`config.mk`:
```
export PLATFORM = sky130hd
export DESIGN_NAME = rx_alu_interface
export DESIGN_NICKNAME = d
export VERILOG_FILES = /design/src/rtl/rx_alu_interface_pkg.sv /design/src/rtl/rx_alu_interface_alu.sv /design/src/rtl/rx_alu_interface.sv
export SDC_FILE = /design/constraint.sdc
export NUM_CORES = 1
export LEC_CHECK = 0
export ABC_AREA = 1
export BUFFER_PORTS_ARGS = -buffer_cell sky130_fd_sc_hd__buf_2
export CAP_MARGIN = 20
export CORE_ASPECT_RATIO = 1.75
export CORE_MARGIN = 5
export CORE_UTILIZATION = 24
export CTS_CLUSTER_SIZE = 10
export DETAILED_ROUTE_END_ITERATION = 12
export PLACE_DENSITY = 0.51
export SLEW_MARGIN = 20
export SYNTH_ARGS = -nofsm -noshare
export SYNTH_HDL_FRONTEND = slang
export SYNTH_SLANG_ARGS = --single-unit
```
`constraint.sdc`:
```
create_clock -name i_clock -period 3.2 [get_ports i_clock]
set_input_delay 0 -clock i_clock [delete_from_list [all_inputs] [get_ports i_clock]]
set_output_delay 0 -clock i_clock [all_outputs]
set_load 0.01 [all_outputs]
```
`src/rtl/rx_alu_interface_pkg.sv`:
```
// Shared widths, opcode constants, FSM encoding and opcode validity check
// for the UART-fed ALU interface.
package rx_alu_interface_pkg;

  localparam int N_DATA = 8;
  localparam int N_OP   = 6;

  typedef enum logic [2:0] {
    ST_GET_A,
    ST_GET_B,
    ST_GET_OP,
    ST_COMPUTE,
    ST_WAIT_TX
  } state_t;

  localparam logic [N_OP-1:0] OP_ADD = 6'b100000;
  localparam logic [N_OP-1:0] OP_SUB = 6'b100010;
  localparam logic [N_OP-1:0] OP_AND = 6'b100100;
  localparam logic [N_OP-1:0] OP_OR  = 6'b100101;
  localparam logic [N_OP-1:0] OP_XOR = 6'b100110;
  localparam logic [N_OP-1:0] OP_NOR = 6'b100111;
  localparam logic [N_OP-1:0] OP_SRA = 6'b000011;
  localparam logic [N_OP-1:0] OP_SRL = 6'b000010;

  // A received opcode byte is valid only if its bits above the opcode field are zero.
  function automatic logic op_valid(input logic [N_DATA-1:0] op);
    logic ok;
    ok = 1'b0;
    if (op[N_DATA-1:N_OP] == '0) begin
      case (op[N_OP-1:0])
        OP_ADD, OP_SUB, OP_AND, OP_OR,
        OP_XOR, OP_NOR, OP_SRA, OP_SRL: ok = 1'b1;
        default:                        ok = 1'b0;
      endcase
    end
    return ok;
  endfunction

endpackage

```
`src/rtl/rx_alu_interface_alu.sv`:
```
// Purely combinational ALU; any invalid opcode byte yields a zero result.
module alu #(
  parameter int N_DATA = rx_alu_interface_pkg::N_DATA,
  parameter int N_OP   = rx_alu_interface_pkg::N_OP
) (
  input  logic [N_DATA-1:0] A,
  input  logic [N_DATA-1:0] B,
  input  logic [N_DATA-1:0] OP,
  output logic [N_DATA-1:0] result
);
  import rx_alu_interface_pkg::*;

  logic signed [N_DATA-1:0] a_s;
  logic        [2:0]        shamt;

  assign a_s   = $signed(A);
  assign shamt = B[2:0];

  always_comb begin
    result = '0;
    if (op_valid(OP)) begin
      case (OP[N_OP-1:0])
        OP_ADD:  result = A + B;
        OP_SUB:  result = A - B;
        OP_AND:  result = A & B;
        OP_OR:   result = A | B;
        OP_XOR:  result = A ^ B;
        OP_NOR:  result = ~(A | B);
        OP_SRA:  result = a_s >>> shamt;
        OP_SRL:  result = A >> shamt;
        default: result = '0;
      endcase
    end
  end

endmodule

```
`src/rtl/rx_alu_interface.sv`:
```
// Collects an A, B, opcode byte triple from UART RX, computes one ALU result
// and requests a single TX of it, then waits for the transmitter to finish.
module rx_alu_interface #(
  parameter int N_DATA = rx_alu_interface_pkg::N_DATA,
  parameter int N_OP   = rx_alu_interface_pkg::N_OP
) (
  input  logic              i_clock,
  input  logic              i_reset,
  input  logic              i_rx_done,
  input  logic [N_DATA-1:0] i_rx_data,
  input  logic              i_tx_done,
  output logic              o_tx_start,
  output logic [N_DATA-1:0] o_tx_data,
  output logic              o_busy,
  output logic              o_op_error
);
  import rx_alu_interface_pkg::*;

  state_t            state_q, state_d;
  logic [N_DATA-1:0] a_q, b_q, op_q;
  logic [N_DATA-1:0] alu_result;

  alu #(.N_DATA(N_DATA), .N_OP(N_OP)) u_alu (
    .A      (a_q),
    .B      (b_q),
    .OP     (op_q),
    .result (alu_result)
  );

  always_comb begin
    state_d = state_q;
    case (state_q)
      ST_GET_A:   if (i_rx_done) state_d = ST_GET_B;
      ST_GET_B:   if (i_rx_done) state_d = ST_GET_OP;
      ST_GET_OP:  if (i_rx_done) state_d = ST_COMPUTE;
      ST_COMPUTE: state_d = ST_WAIT_TX;
      ST_WAIT_TX: if (i_tx_done) state_d = ST_GET_A;
      default:    state_d = ST_GET_A;
    endcase
  end

  // Operand capture and result registers; RX bytes outside the GET_* states fall through.
  always_ff @(posedge i_clock or negedge i_reset) begin
    if (!i_reset) begin
      state_q    <= ST_GET_A;
      a_q        <= '0;
      b_q        <= '0;
      op_q       <= '0;
      o_tx_data  <= '0;
      o_tx_start <= 1'b0;
      o_op_error <= 1'b0;
    end else begin
      state_q    <= state_d;
      o_tx_start <= 1'b0;
      case (state_q)
        ST_GET_A:  if (i_rx_done) a_q  <= i_rx_data;
        ST_GET_B:  if (i_rx_done) b_q  <= i_rx_data;
        ST_GET_OP: if (i_rx_done) op_q <= i_rx_data;
        ST_COMPUTE: begin
          o_tx_data  <= alu_result;
          o_tx_start <= 1'b1;
          o_op_error <= !op_valid(op_q);
        end
        default: ;
      endcase
    end
  end

  assign o_busy = (state_q == ST_COMPUTE) || (state_q == ST_WAIT_TX);

endmodule

```
# After elaboration in Yosys (flattened, before gate mapping)
# Index checks and enable logic that the tools add are counted.
# Widths: inputs -> output; s select.
[totals]
regBits = 37
output_inout_bits = 11
[classes]
add_sub_neg = 2
n_eq_ne = 16
shifts = 2
mux = 11
bitwise = 4
n_reduce_logical = 9
[op_table]
columns = ["operator", "n"]
rows = [
  ["$pmux 8 s8", 1],
  ["$eq 6x6->1 const B", 6],
  ["$pmux 3 s5", 1],
  ["$eq 6x2->1 const B", 2],
  ["$mux 3", 4],
  ["$add 8x8->8", 1],
  ["$and 8x8->8", 1],
  ["$mux 8", 1],
  ["$ne 2x2->1 const B", 4],
  ["$not 8->8", 1],
  ["$or 8x8->8", 1],
  ["$reduce_or 8->1", 1],
  ["$shr 8x3->8", 1],
  ["$sshr 8x3->8", 1],
  ["$sub 8x8->8", 1],
  ["$xor 8x8->8", 1],
  ["$eq 3x2->1 const B", 2],
  ["$reduce_and 2->1", 3],
  ["$mux 1", 4],
  ["$reduce_and 4->1", 1],
  ["$eq 3x1->1 const B", 1],
  ["$eq 3x3->1 const B", 1],
  ["$logic_not 3->1", 1],
  ["$logic_not 2->1", 1],
  ["other kinds (2)", 2],
]

# Logic depth before layout (Yosys ltp)
# Gate-level depths: netlist of the first run.
[logic_depth]
ltp_word = 6
mapped_depth = 20
depth_no_buf = 19

# Hierarchy
# A second synthesis of the first run with hierarchy kept.
[hier_totals]
hier_cells = 483
area_unflattened_um2 = 3223.1
[by_module_without_submodules]
columns = ["mod", "n_inst", "cells_each", "area_each_um2", "seq_area_each_um2"]
rows = [
  ["alu", 1, 315, 1679.1, 0.0],
  ["rx_alu_interface", 1, 168, 1544.0, 925.9],
]

# Least setup slack after synthesis of the first run
# Ideal clock, no wire load.
[synth_path]
path_kind = "register to register"
start = "register b_q[1]"
end = "register o_tx_data[7]"
setup_time_ns = 0.116
t_arrival_ns = 2.321
slack_ns = 0.763
path_stages_with_launch = 20
period_less_slack_ns = 2.437
path_cell_list = "dfrtp_1 > inv_2 > buf_2 > ha_1 > inv_1 > nor3_1 > inv_1 > o31ai_1 > xor2_1 > ha_1 > nand2_1 > inv_1 > nand2_1 > nand2_1 > a21oi_1 > nand3_1 > nand3_1 > nand2_1 > nand2_1 > nand2_1"
[synth_between]
elab_chain_len = 3
word_cells_on_any_way = 6
cone_classes = "add/sub (2); shift (2); mux (2)"
[synth_lines]
columns = ["item", "line_no", "rtl"]
rows = [
  ["from (decl)", "rx_alu_interface.sv:20", "logic [N_DATA-1:0] a_q, b_q, op_q;"],
  ["from (signal assigned)", "rx_alu_interface.sv:57", "ST_GET_B: if (i_rx_done) b_q <= i_rx_data;"],
  ["$sub 8x8->8, or another cell as far along", "rx_alu_interface_alu.sv:24", "OP_SUB: result = A - B;"],
  ["$pmux 8 s8 (*)", "rx_alu_interface_alu.sv:22", "case (OP[N_OP-1:0])"],
  ["$mux 8 (*)", "rx_alu_interface_alu.sv:21", "if (op_valid(OP)) begin"],
  ["to (signal assigned)", "rx_alu_interface.sv:60", "o_tx_data <= alu_result;"],
  ["to (decl)", "rx_alu_interface.sv:13", "output logic [N_DATA-1:0] o_tx_data,"],
]
# Every way passes the cells marked *; elsewhere a longest branch is shown, timed or not.
# A chain may end at the register's enable or synchronous reset.

# Worst setup path after layout of the first run
# Same ends and word-level chain as after synthesis.

==> impl_metrics.json, run 1 <==
{
  "status": "finished clean",
  "p_int_mw": 1.66,
  "maxCapViolCount": 0,
  "wl_mm": 8.81,
  "power_density_mw_per_mm2": 1010,
  "syn_inst": 421,
  "setup_violations": 0,
  "required_ns": 3.38,
  "clkPwrFrac": 0.140,
  "synth_fp_nets": 458,
  "ir_worst_vdd_v": 0.000391,
  "hold_violations": 0,
  "cts_buffer_depth": 2,
  "period_minus_slack_ns": 2.70,
  "place_area_mm2": 0.00324,
  "finalNetCount": 484,
  "rr_startpoint": "b_q[1]$_DFFE_PN0P_",
  "ys_ff_latch": 37,
  "synth_top_cell_area_share": 0.313,
  "crit_path_start": "b_q[1]$_DFFE_PN0P_",
  "drive_gt1_frac": 0.141,
  "synth_commonest_cells": "nand2_1 (134), inv_1 (48), dfrtp_1 (37), o21ai_0 (37), nand3_1 (34)",
  "synthTopCellsByArea": "dfrtp_1 (31%), nand2_1 (17%), ha_1 (10%)",
  "die_h_um": 157,
  "start_util": 0.245,
  "seqPwrFrac": 0.259,
  "grt_overflow": 0,
  "grt_start_max_net_pins": 38,
  "crit_top_cell": "nand2_1",
  "clock_latency_ns": 0.29,
  "synthArstFlopShare": 1.00,
  "max_clock_freq_mhz": 371,
  "place.gp.congestion": 0.920,
  "cts.sinks": 37,
  "hpwlAfterDp_mm": 7.19,
  "area.growth.synth_to_final_pct": 15.6,
  "end_kind": "flop",
  "root_buffer": "clkbuf_16",
  "first_iter_violations": 110,
  "synth-edff-count": 0,
  "worstPathArrival_ns": 2.88,
  "first_pass_iters": 4,
  "cts_buffers": 5,
  "rsz0062_at_grt": "false",
  "synth-main-ff-cell": "dfrtp_1",
  "swShare": 0.520,
  "antenna_found_initial": 0,
  "finalClockSkew_ns": 0.00504,
  "yosys_warnings": 0,
  "synth_top_cell_by_area": "dfrtp_1",
  "final-max-slew-violation-count": 0,
  "ios": 23,
  "cts.clk_slew.worst_paths_ns": 0.06,
  "grt_pass1_vias": 2797,
  "post_drt_wl_per_cell_um": 14.4,
  "hp-class": "in -> reg",
  "critPathMaxFanout": 13,
  "cts_tree": "yes",
  "grt_pass1_wl_mm": 14.3,
  "synth_cell_types": 33,
  "fin_area_mm2": 0.00342,
  "syn_area_mm2": 0.00296,
  "power.leakage_nw": 1.79,
  "relSlewSlack": 0.423,
  "htree_levels": 2,
  "critical_path.max_stage_delay_ns": 0.48,
  "dp.cells": 601,
  "io_buffers": 22,
  "dieArea_mm2": 0.0147,
  "finalSetupTns_ns": 0,
  "holdCritStartpoint": "i_rx_data[3]",
  "tightest_slew_ns": 0.865,
  "combPwrFrac": 0.601,
  "switchingPower_mw": 1.80,
  "synth.most_common_cell": "nand2_1",
  "vias_per_cell": 4.50,
  "num_rows": 53,
  "track_usage": 0.129,
  "num_vias": 2757,
  "layout.cells.non_filler": 612,
  "critPathBufInv": 4,
  "crit_chain": "inv_2 > ha_1 > inv_1 > nor3_1 > inv_1 > o31ai_1 > xor2_1 > ha_1 > nand2_1 > inv_1 > nand2_1 > nand2_1 > a21oi_1 > nand3_1 > nand3_1 > nand2_1 > nand2_1 > nand2_1",
  "crit_slowest_cell": "dfrtp_1",
  "num_antenna_cells": 0,
  "core_mm2": 0.0121,
  "ant_nets": 0,
  "crit_type": "reg -> reg",
  "drc": 0,
  "path_delay_family": "simple AND/OR/NAND/NOR gates",
  "post-route-period-util": 0.843,
  "total_power_mw": 3.46,
  "startpoint_type": "flop",
  "die_width_um": 93.9,
  "ys_seq_area_frac": 0.313,
  "synth.avg_cell_area_um2": 7.02
}
-- cell usage in the layout, fill, tap and decap left out --
cell type	Yosys	routed
nand4_1	2	2
ha_1	24	24
xnor2_1	1	1
clkbuf_1	4	1
o21a_1	1	1
dlygate4sd3_1	0	4
clkinv_4	0	1
xor2_1	6	6
clkinv_2	1	1
nor3_1	5	5
nand3_1	34	34
or2_2	1	1
dfrtp_1	37	37
buf_4	3	2
o31ai_1	2	2
nor2_4	6	6
o21ai_0	37	37
nand2_1	134	134
fa_1	1	1
nor2_2	2	2
nand3b_1	5	5
inv_1	48	48
inv_2	8	8
o21ai_1	6	6
o22ai_1	1	1
nand3_4	2	2
o211ai_1	3	3
o31ai_4	1	1
nand2_2	8	8
clkbuf_16	0	5
nand3_2	2	2
buf_2	2	22
o211ai_2	1	1
nor2_1	27	27
nor2_8	1	1
a21oi_1	5	5
-- area by class of cell --
class                           instances  area (um^2)
Clock inverter                          1         8.76
Multi-Input combinational cell        318         1770
Fill cell                            1390         8650
Clock buffer                            6          129
Timing Repair Buffer                   28          165
Inverter                               57          215
Sequential cell                        37          926
Tap cell                              165          206
-- worst paths after layout --
kind | endpoint | slack, ns | depth (start not counted)
hold / removal | op_q[3]$_DFFE_PN0P_ | 0.005 | 3
min in group asynchronous | op_q[7]$_DFFE_PN0P_ | 0.36 | 2
setup / recovery | o_tx_data[7]$_DFFE_PN0P_ | 0.50 | 18
setup reg to reg | o_tx_data[7]$_DFFE_PN0P_ | 0.50 | 18
hold reg to reg | o_tx_data[0]$_DFFE_PN0P_ | 0.48 | 2
max in group asynchronous | o_tx_data[6]$_DFFE_PN0P_ | 2.28 | 2
-- worst reg2reg max path, cell delays in order (launching register included) --
cell and delay [ns]:
dfrtp_1 0.48, inv_2 0.22, ha_1 0.18, inv_1 0.05
nor3_1 0.15, inv_1 0.08, o31ai_1 0.25, xor2_1 0.18
ha_1 0.28, nand2_1 0.10, inv_1 0.04, nand2_1 0.05
nand2_1 0.07, a21oi_1 0.14, nand3_1 0.09, nand3_1 0.07
nand2_1 0.06, nand2_1 0.06, nand2_1 0.05
-- metrics by stage --
| stage | utilization | worst slack [ns] | hold slack, ns |
|---|---|---|---|
| floorplan | - | 0.763 | -0.296 |
| global placement | 0.269 | 0.623 | 0.146 |
| detailed placement | 0.269 | 0.568 | 0.161 |
| CTS | 0.283 | 0.552 | 0.00261 |
| global route | 0.283 | 0.200 | 0.0265 |
| finish | 0.283 | 0.502 | 0.00512 |
-- flip-flops by register name, indices dropped and copies added, names as in the netlist --
signal and count:
op_q 8, o_op_error 1, o_tx_data 8, a_q 8, b_q 8, o_tx_start 1
state_q 3
-- routing by layer --
| layer | vias up | GRT usage | routed length (um) |
|---|---|---|---|
| li1 | 1390 | - | - |
| met1 | 1299 | 0.123 | 3100 |
| met2 | 43 | 0.245 | 5020 |
| met3 | 25 | 0.0144 | 144 |
| met4 | 0 | 0.0937 | 546 |
| met5 | - | 0 | 0 |
-- power by group through the flow --
stage | sequential, mW | combinational [mW] | clock (mW)
6_report | 0.897 | 2.08 | 0.483
4_1_cts | 0.897 | 2.10 | 0.501
5_1_grt | 0.924 | 2.40 | 0.519
3_3_place_gp | 0.900 | 2.06 | 0
3_5_place_dp | 0.902 | 2.08 | 0
2_1_floorplan | 0.820 | 1.61 | 0
-- what timing repair did --
| item | CTS | global route |
|---|---|---|
| resized for setup | 0 | 0 |
| buffers inserted | 0 | 0 |
| hold endpoints to repair | 41 | 0 |
| hold buffers | 4 | 0 |
-- kinds of logic after synthesis --
family / share of synthesized area
fa+ha+maj: 0.108
buf+inv: 0.0889
flops: 0.313
xor+xnor: 0.0207
compound gates: 0.110
simple gates: 0.359
Power figures use the tool's default switching activity.
==> run 2, diff against run 1 <==
Settings changed: PLACE_DENSITY 0.51 to 0.52.
Clock period 3.2 ns to 2.27 ns, I/O delays scaled along.
==> run 2 against run 1 <==
Non-clock buffer count rose by 21. Wire length rose by 3.4%. Die area did not move. Register-to-register slack got worse by 0.53 ns. Critical path depth did not move. Sequential power rose by 35%. The run now ends with setup timing left.
==> impl_metrics.json, run 2 (synthesis gave the netlist of run 1 again) <==
{
  "htree_levels": 2,
  "grt_pass1_wl_mm": 14.8,
  "worstPathArrival_ns": 2.48,
  "critical_path.max_stage_delay_ns": 0.40,
  "clock_latency_ns": 0.29,
  "path_delay_family": "simple AND/OR/NAND/NOR gates",
  "place.gp.congestion": 0.859,
  "final_cell_mix": "nand2_1 (130), inv_1 (45), dfrtp_1 (36), o21ai_0 (35), nand3_1 (33)",
  "setup_slack_ns": -0.0277,
  "layout.cells.non_filler": 634,
  "critPathMaxFanout": 3,
  "vias_per_cell": 4.44,
  "num_rows": 53,
  "post_drt_wl_per_cell_um": 14.4,
  "startpoint_type": "flop",
  "die_h_um": 157,
  "setup_violations": 1,
  "cts_tree": "yes",
  "crit_end": "o_tx_data[7]$_DFFE_PN0P_",
  "cts_buffers": 5,
  "tightest_slew_ns": 0.870,
  "ant_nets": 0,
  "period_minus_slack_ns": 2.30,
  "num_vias": 2815,
  "area.growth.synth_to_final_pct": 25.1,
  "grt_pass1_vias": 2846,
  "grt_overflow": 0,
  "violations": "setup timing",
  "crit_path_start": "b_q[1]$_DFFE_PN0P_",
  "wl_mm": 9.11,
  "critPathBufInv": 4,
  "multiInputGateArea_mm2": 0.00185,
  "fillCellCount": 1362,
  "fin_area_mm2": 0.00370,
  "power_density_mw_per_mm2": 1510,
  "end_kind": "flop",
  "finalSetupTns_ns": -0.0277,
  "reg2regPathDepth": 18,
  "antenna_found_initial": 0,
  "total_power_mw": 5.60,
  "dieArea_mm2": 0.0147,
  "post-route-period-util": 1.01,
  "core_mm2": 0.0121,
  "r2r-end": "o_tx_data[7]$_DFFE_PN0P_",
  "utilization": 0.307,
  "crit_top_cell": "nand2_1",
  "final_common_cell": "nand2_1",
  "crit_type": "reg -> reg",
  "hpwlAfterDp_mm": 7.38,
  "crit_chain": "inv_2 > ha_4 > inv_2 > nor3_2 > inv_1 > o31ai_2 > xor2_1 > ha_1 > nand2_1 > inv_1 > nand2_1 > nand2_2 > a21oi_2 > nand3_1 > nand3_1 > nand2_1 > nand2_1 > nand2_1",
  "ios": 23,
  "cts.clk_slew.worst_paths_ns": 0.06,
  "die_width_um": 93.9,
  "cts_buffer_depth": 2,
  "track_usage": 0.133,
  "first_pass_iters": 4,
  "dp.cells": 621,
  "drc": 0,
  "grt_start_max_net_pins": 38,
  "rsz0062_at_grt": "true",
  "cts.sinks": 37,
  "ir_worst_vdd_v": 0.000611,
  "finalNetCount": 505,
  "io_buffers": 22,
  "root_buffer": "clkbuf_16",
  "maxCapViolCount": 0,
  "hp-class": "in -> reg",
  "holdCritStartpoint": "i_rx_data[6]",
  "crit_slowest_cell": "dfrtp_2",
  "max_clock_freq_mhz": 435,
  "first_iter_violations": 98,
  "place_area_mm2": 0.00340,
  "layout.area.seq_um2": 927,
  "reg2reg_slack_ns": -0.03,
  "num_antenna_cells": 0,
  "relSlewSlack": 0.420,
  "hold_violations": 0,
  "final-max-slew-violation-count": 0,
  "start_util": 0.245,
  "rr_startpoint": "b_q[1]$_DFFE_PN0P_",
  "cp.depth": 18,
  "required_ns": 2.45,
  "power.leakage_nw": 1.93,
  "finalClockSkew_ns": 0.00726,
  "drive_gt1_frac": 0.226,
  "status": "finished, violations left"
}
[run 2: changes by cell type in the layout (fill, tap and decap cells not counted), moves of 2 or more]
cell,previous run,this run
inv_1,48,45
a21oi_2,0,3
a21oi_1,5,2
o21ai_2,0,2
nand2_2,8,12
nand2_1,134,130
o31ai_1,2,0
ha_1,24,22
inv_2,8,11
o21ai_0,37,35
ha_4,0,2
buf_4,2,23
[run 2: through the flow]
stage | setup WS [ns] | hold slack [ns]
2_1_floorplan | -0.0475 | -0.296
3_3_place_gp | -0.121 | 0.176
3_5_place_dp | -0.153 | 0.192
4_1_cts | -0.0626 | 0.00872
5_1_grt | -0.228 | 0.0304
6_report | -0.0277 | 0.0110
[run 2: per-layer routing]
layer	share of wire	track usage
met4	0.063	0.0950
met5	0	0
met2	0.57	0.257
met1	0.35	0.126
met3	0.017	0.0139
[run 2: final cells by class]
class                      instances  area share
clock buffer                       6      0.0375
tap                              165      0.0558
inverter                          57      0.0582
multi-input combinational        318       0.500
sequential                        37       0.251
timing repair buffer              49      0.0876
clock inverter                     2      0.0101
[run 2: worst reg2reg max path, delay by kind of cell (launching register included)]
| family | cells | cell delay, ns |
|---|---|---|
| simple gates | 9 | 0.63 |
| flops | 1 | 0.40 |
| xor+xnor | 1 | 0.19 |
| compound gates | 2 | 0.31 |
| fa+ha+maj | 2 | 0.40 |
| buf+inv | 4 | 0.26 |
[run 2: worst min-delay path by stage]
stage                                     to  cells past startpoint  slack [ns]
finish                    b_q[6]$_DFFE_PN0P_                      3        0.01
global route             op_q[6]$_DFFE_PN0P_                      3        0.03
CTS                      op_q[6]$_DFFE_PN0P_                      3       0.009
detailed placement  o_tx_data[3]$_DFFE_PN0P_                      1        0.19
global placement    o_tx_data[1]$_DFFE_PN0P_                      1        0.18
floorplan                 a_q[0]$_DFFE_PN0P_                      0       -0.30
[run 2: what timing repair did]
action	in CTS	in global routing
resized for setup	9	14
buffers inserted	0	2
endpoints found under the setup margin	2	5
hold buffers	3	0
hold endpoints to repair	40	0
pin swaps	3	9
gates cloned	0	0
[run 2: power breakdown]
group / total, mW / internal, mW / switching [mW] / leakage, nW
sequential: 1.21 / 0.909 / 0.305 / 0.472
clock: 0.835 / 0.548 / 0.287 / 0.0831
combinational: 3.55 / 1.43 / 2.12 / 1.37
total: 5.60 / 2.89 / 2.71 / 1.93
==> run 3, diff against run 2 <==
Settings changed: TNS_END_PERCENT from default to 50.
==> run 3 against run 2 <==
The flow still finishes with violations (setup timing). Clock skew rose by 0.00096 ns. Worst hold slack improved by 0.0011 ns. Global-route usage is essentially flat. Sequential power is essentially flat. Critical path type unchanged.
==> impl_metrics.json, run 3 (synthesis gave the netlist of run 1 again) <==
{
  "status": "finished, violations left",
  "violations": "setup timing",
  "layout.area.seq_um2": 927,
  "track_usage": 0.133,
  "ir_worst_vdd_v": 0.000613,
  "crit_type": "reg -> reg",
  "setup_slack_ns": -0.0519,
  "start_util": 0.245,
  "antenna_found_initial": 0,
  "root_buffer": "clkbuf_16",
  "num_antenna_cells": 0,
  "area.growth.synth_to_final_pct": 24.5,
  "die_width_um": 93.9,
  "die_h_um": 157,
  "io_buffers": 22,
  "hpwlAfterDp_mm": 7.38,
  "first_pass_iters": 4,
  "drc": 0,
  "htree_levels": 2,
  "vias_per_cell": 4.49,
  "first_iter_violations": 108,
  "crit_slowest_cell": "dfrtp_2",
  "final-max-slew-violation-count": 0,
  "dieArea_mm2": 0.0147,
  "relSlewSlack": 0.420,
  "power.leakage_nw": 1.92,
  "final_cell_mix": "nand2_1 (130), inv_1 (45), dfrtp_1 (36), o21ai_0 (35), nand3_1 (33)",
  "setup_violations": 1,
  "cts.clk_slew.worst_paths_ns": 0.06,
  "multiInputGateArea_mm2": 0.00183,
  "tightest_slew_ns": 0.871,
  "fillCellCount": 1365,
  "critPathMaxFanout": 3,
  "place_area_mm2": 0.00340,
  "worstPathArrival_ns": 2.50,
  "place.gp.congestion": 0.859,
  "maxCapViolCount": 0,
  "grt_overflow": 0,
  "hp-class": "in -> reg",
  "num_rows": 53,
  "cts_buffer_depth": 2,
  "grt_pass1_vias": 2847,
  "post_drt_wl_per_cell_um": 14.4,
  "grt_start_max_net_pins": 38,
  "hold_violations": 0,
  "critical_path.max_stage_delay_ns": 0.40,
  "grt_pass1_wl_mm": 14.8,
  "final_common_cell": "nand2_1",
  "drive_gt1_frac": 0.222,
  "end_kind": "flop",
  "utilization": 0.305,
  "cts.sinks": 37,
  "max_clock_freq_mhz": 431,
  "rsz0062_at_grt": "true",
  "crit_top_cell": "nand2_1",
  "core_mm2": 0.0121,
  "cts_buffers": 5,
  "num_vias": 2844,
  "required_ns": 2.45,
  "cts_tree": "yes",
  "fin_area_mm2": 0.00368,
  "startpoint_type": "flop",
  "finalNetCount": 505,
  "crit_chain": "inv_2 > ha_4 > inv_2 > nor3_2 > inv_1 > o31ai_2 > xor2_1 > ha_1 > nand2_1 > inv_1 > nand2_1 > nand2_2 > a21oi_2 > nand3_1 > nand3_1 > nand2_1 > nand2_1 > nand2_1",
  "ant_nets": 0,
  "ios": 23,
  "wl_mm": 9.14,
  "clock_latency_ns": 0.29,
  "period_minus_slack_ns": 2.32,
  "power_density_mw_per_mm2": 1510,
  "post-route-period-util": 1.02,
  "finalClockSkew_ns": 0.00821
}
## run 3: layout make-up
cell class,count,area share
repair buffers,49,0.0880
clock inverters,2,0.0102
multi-input cells,318,0.498
inverters,57,0.0585
flip-flops and latches,37,0.252
well taps,165,0.0561
clock buffers,6,0.0377
## run 3: power breakdown
group	leakage, nW	total, mW	switching, mW	internal (mW)
clock network	0.0831	0.839	0.291	0.548
logic	1.37	3.50	2.11	1.39
registers	0.472	1.21	0.299	0.909
## run 3: metal layers
metal,share of wire,wire length (um),vias up,track usage
met4,0.066,603,0,0.0950
met5,0,0,-,0
met2,0.57,5220,61,0.257
li1,-,-,1433,-
met1,0.34,3070,1327,0.126
met3,0.027,245,23,0.0139
## run 3: path summary, 6_finish.rpt
check	startpoint	end	slack, ns	depth (start not counted)
min in group asynchronous	i_reset	o_tx_data[6]$_DFFE_PN0P_	0.36	2
max reg2reg	b_q[1]$_DFFE_PN0P_	o_tx_data[7]$_DFFE_PN0P_	-0.05	18
min	i_rx_data[6]	b_q[6]$_DFFE_PN0P_	0.01	3
min reg2reg	o_tx_data[4]$_DFFE_PN0P_	o_tx_data[4]$_DFFE_PN0P_	0.47	2
max	b_q[1]$_DFFE_PN0P_	o_tx_data[7]$_DFFE_PN0P_	-0.05	18
max in group asynchronous	i_reset	b_q[1]$_DFFE_PN0P_	1.29	2
## run 3: timing repair
| action | CTS | global route |
|---|---|---|
| setup endpoints to repair | 2 | 5 |
| setup buffers | 0 | 2 |
| cloned | 0 | 0 |
| pin swaps | 2 | 4 |
| endpoints found under the hold margin | 40 | 0 |
| hold buffers | 3 | 0 |
| gates resized for setup | 8 | 12 |
## run 3: metrics by stage
step / hold slack, ns / setup TNS (ns) / cells / setup WS, ns / total power, mW
3_5_place_dp: 0.192 / -0.257 / 621 / -0.153 / 4.50
5_1_grt: 0.0304 / -0.428 / 634 / -0.246 / 6.12
3_3_place_gp: 0.176 / -0.208 / 621 / -0.121 / 4.44
6_report: 0.0122 / -0.0519 / 634 / -0.0519 / 5.54
4_1_cts: 0.00872 / -0.0679 / 632 / -0.0626 / 5.44
2_1_floorplan: -0.296 / -0.0475 / 421 / -0.0475 / 3.45
## run 3: critical path: cells and delay by family, from the launching register on
kind            cells  cell delay (ns)
compound gates      2             0.32
flops               1             0.40
simple gates        9             0.65
fa+ha+maj           2             0.40
buf+inv             4             0.26
xor+xnor            1             0.18
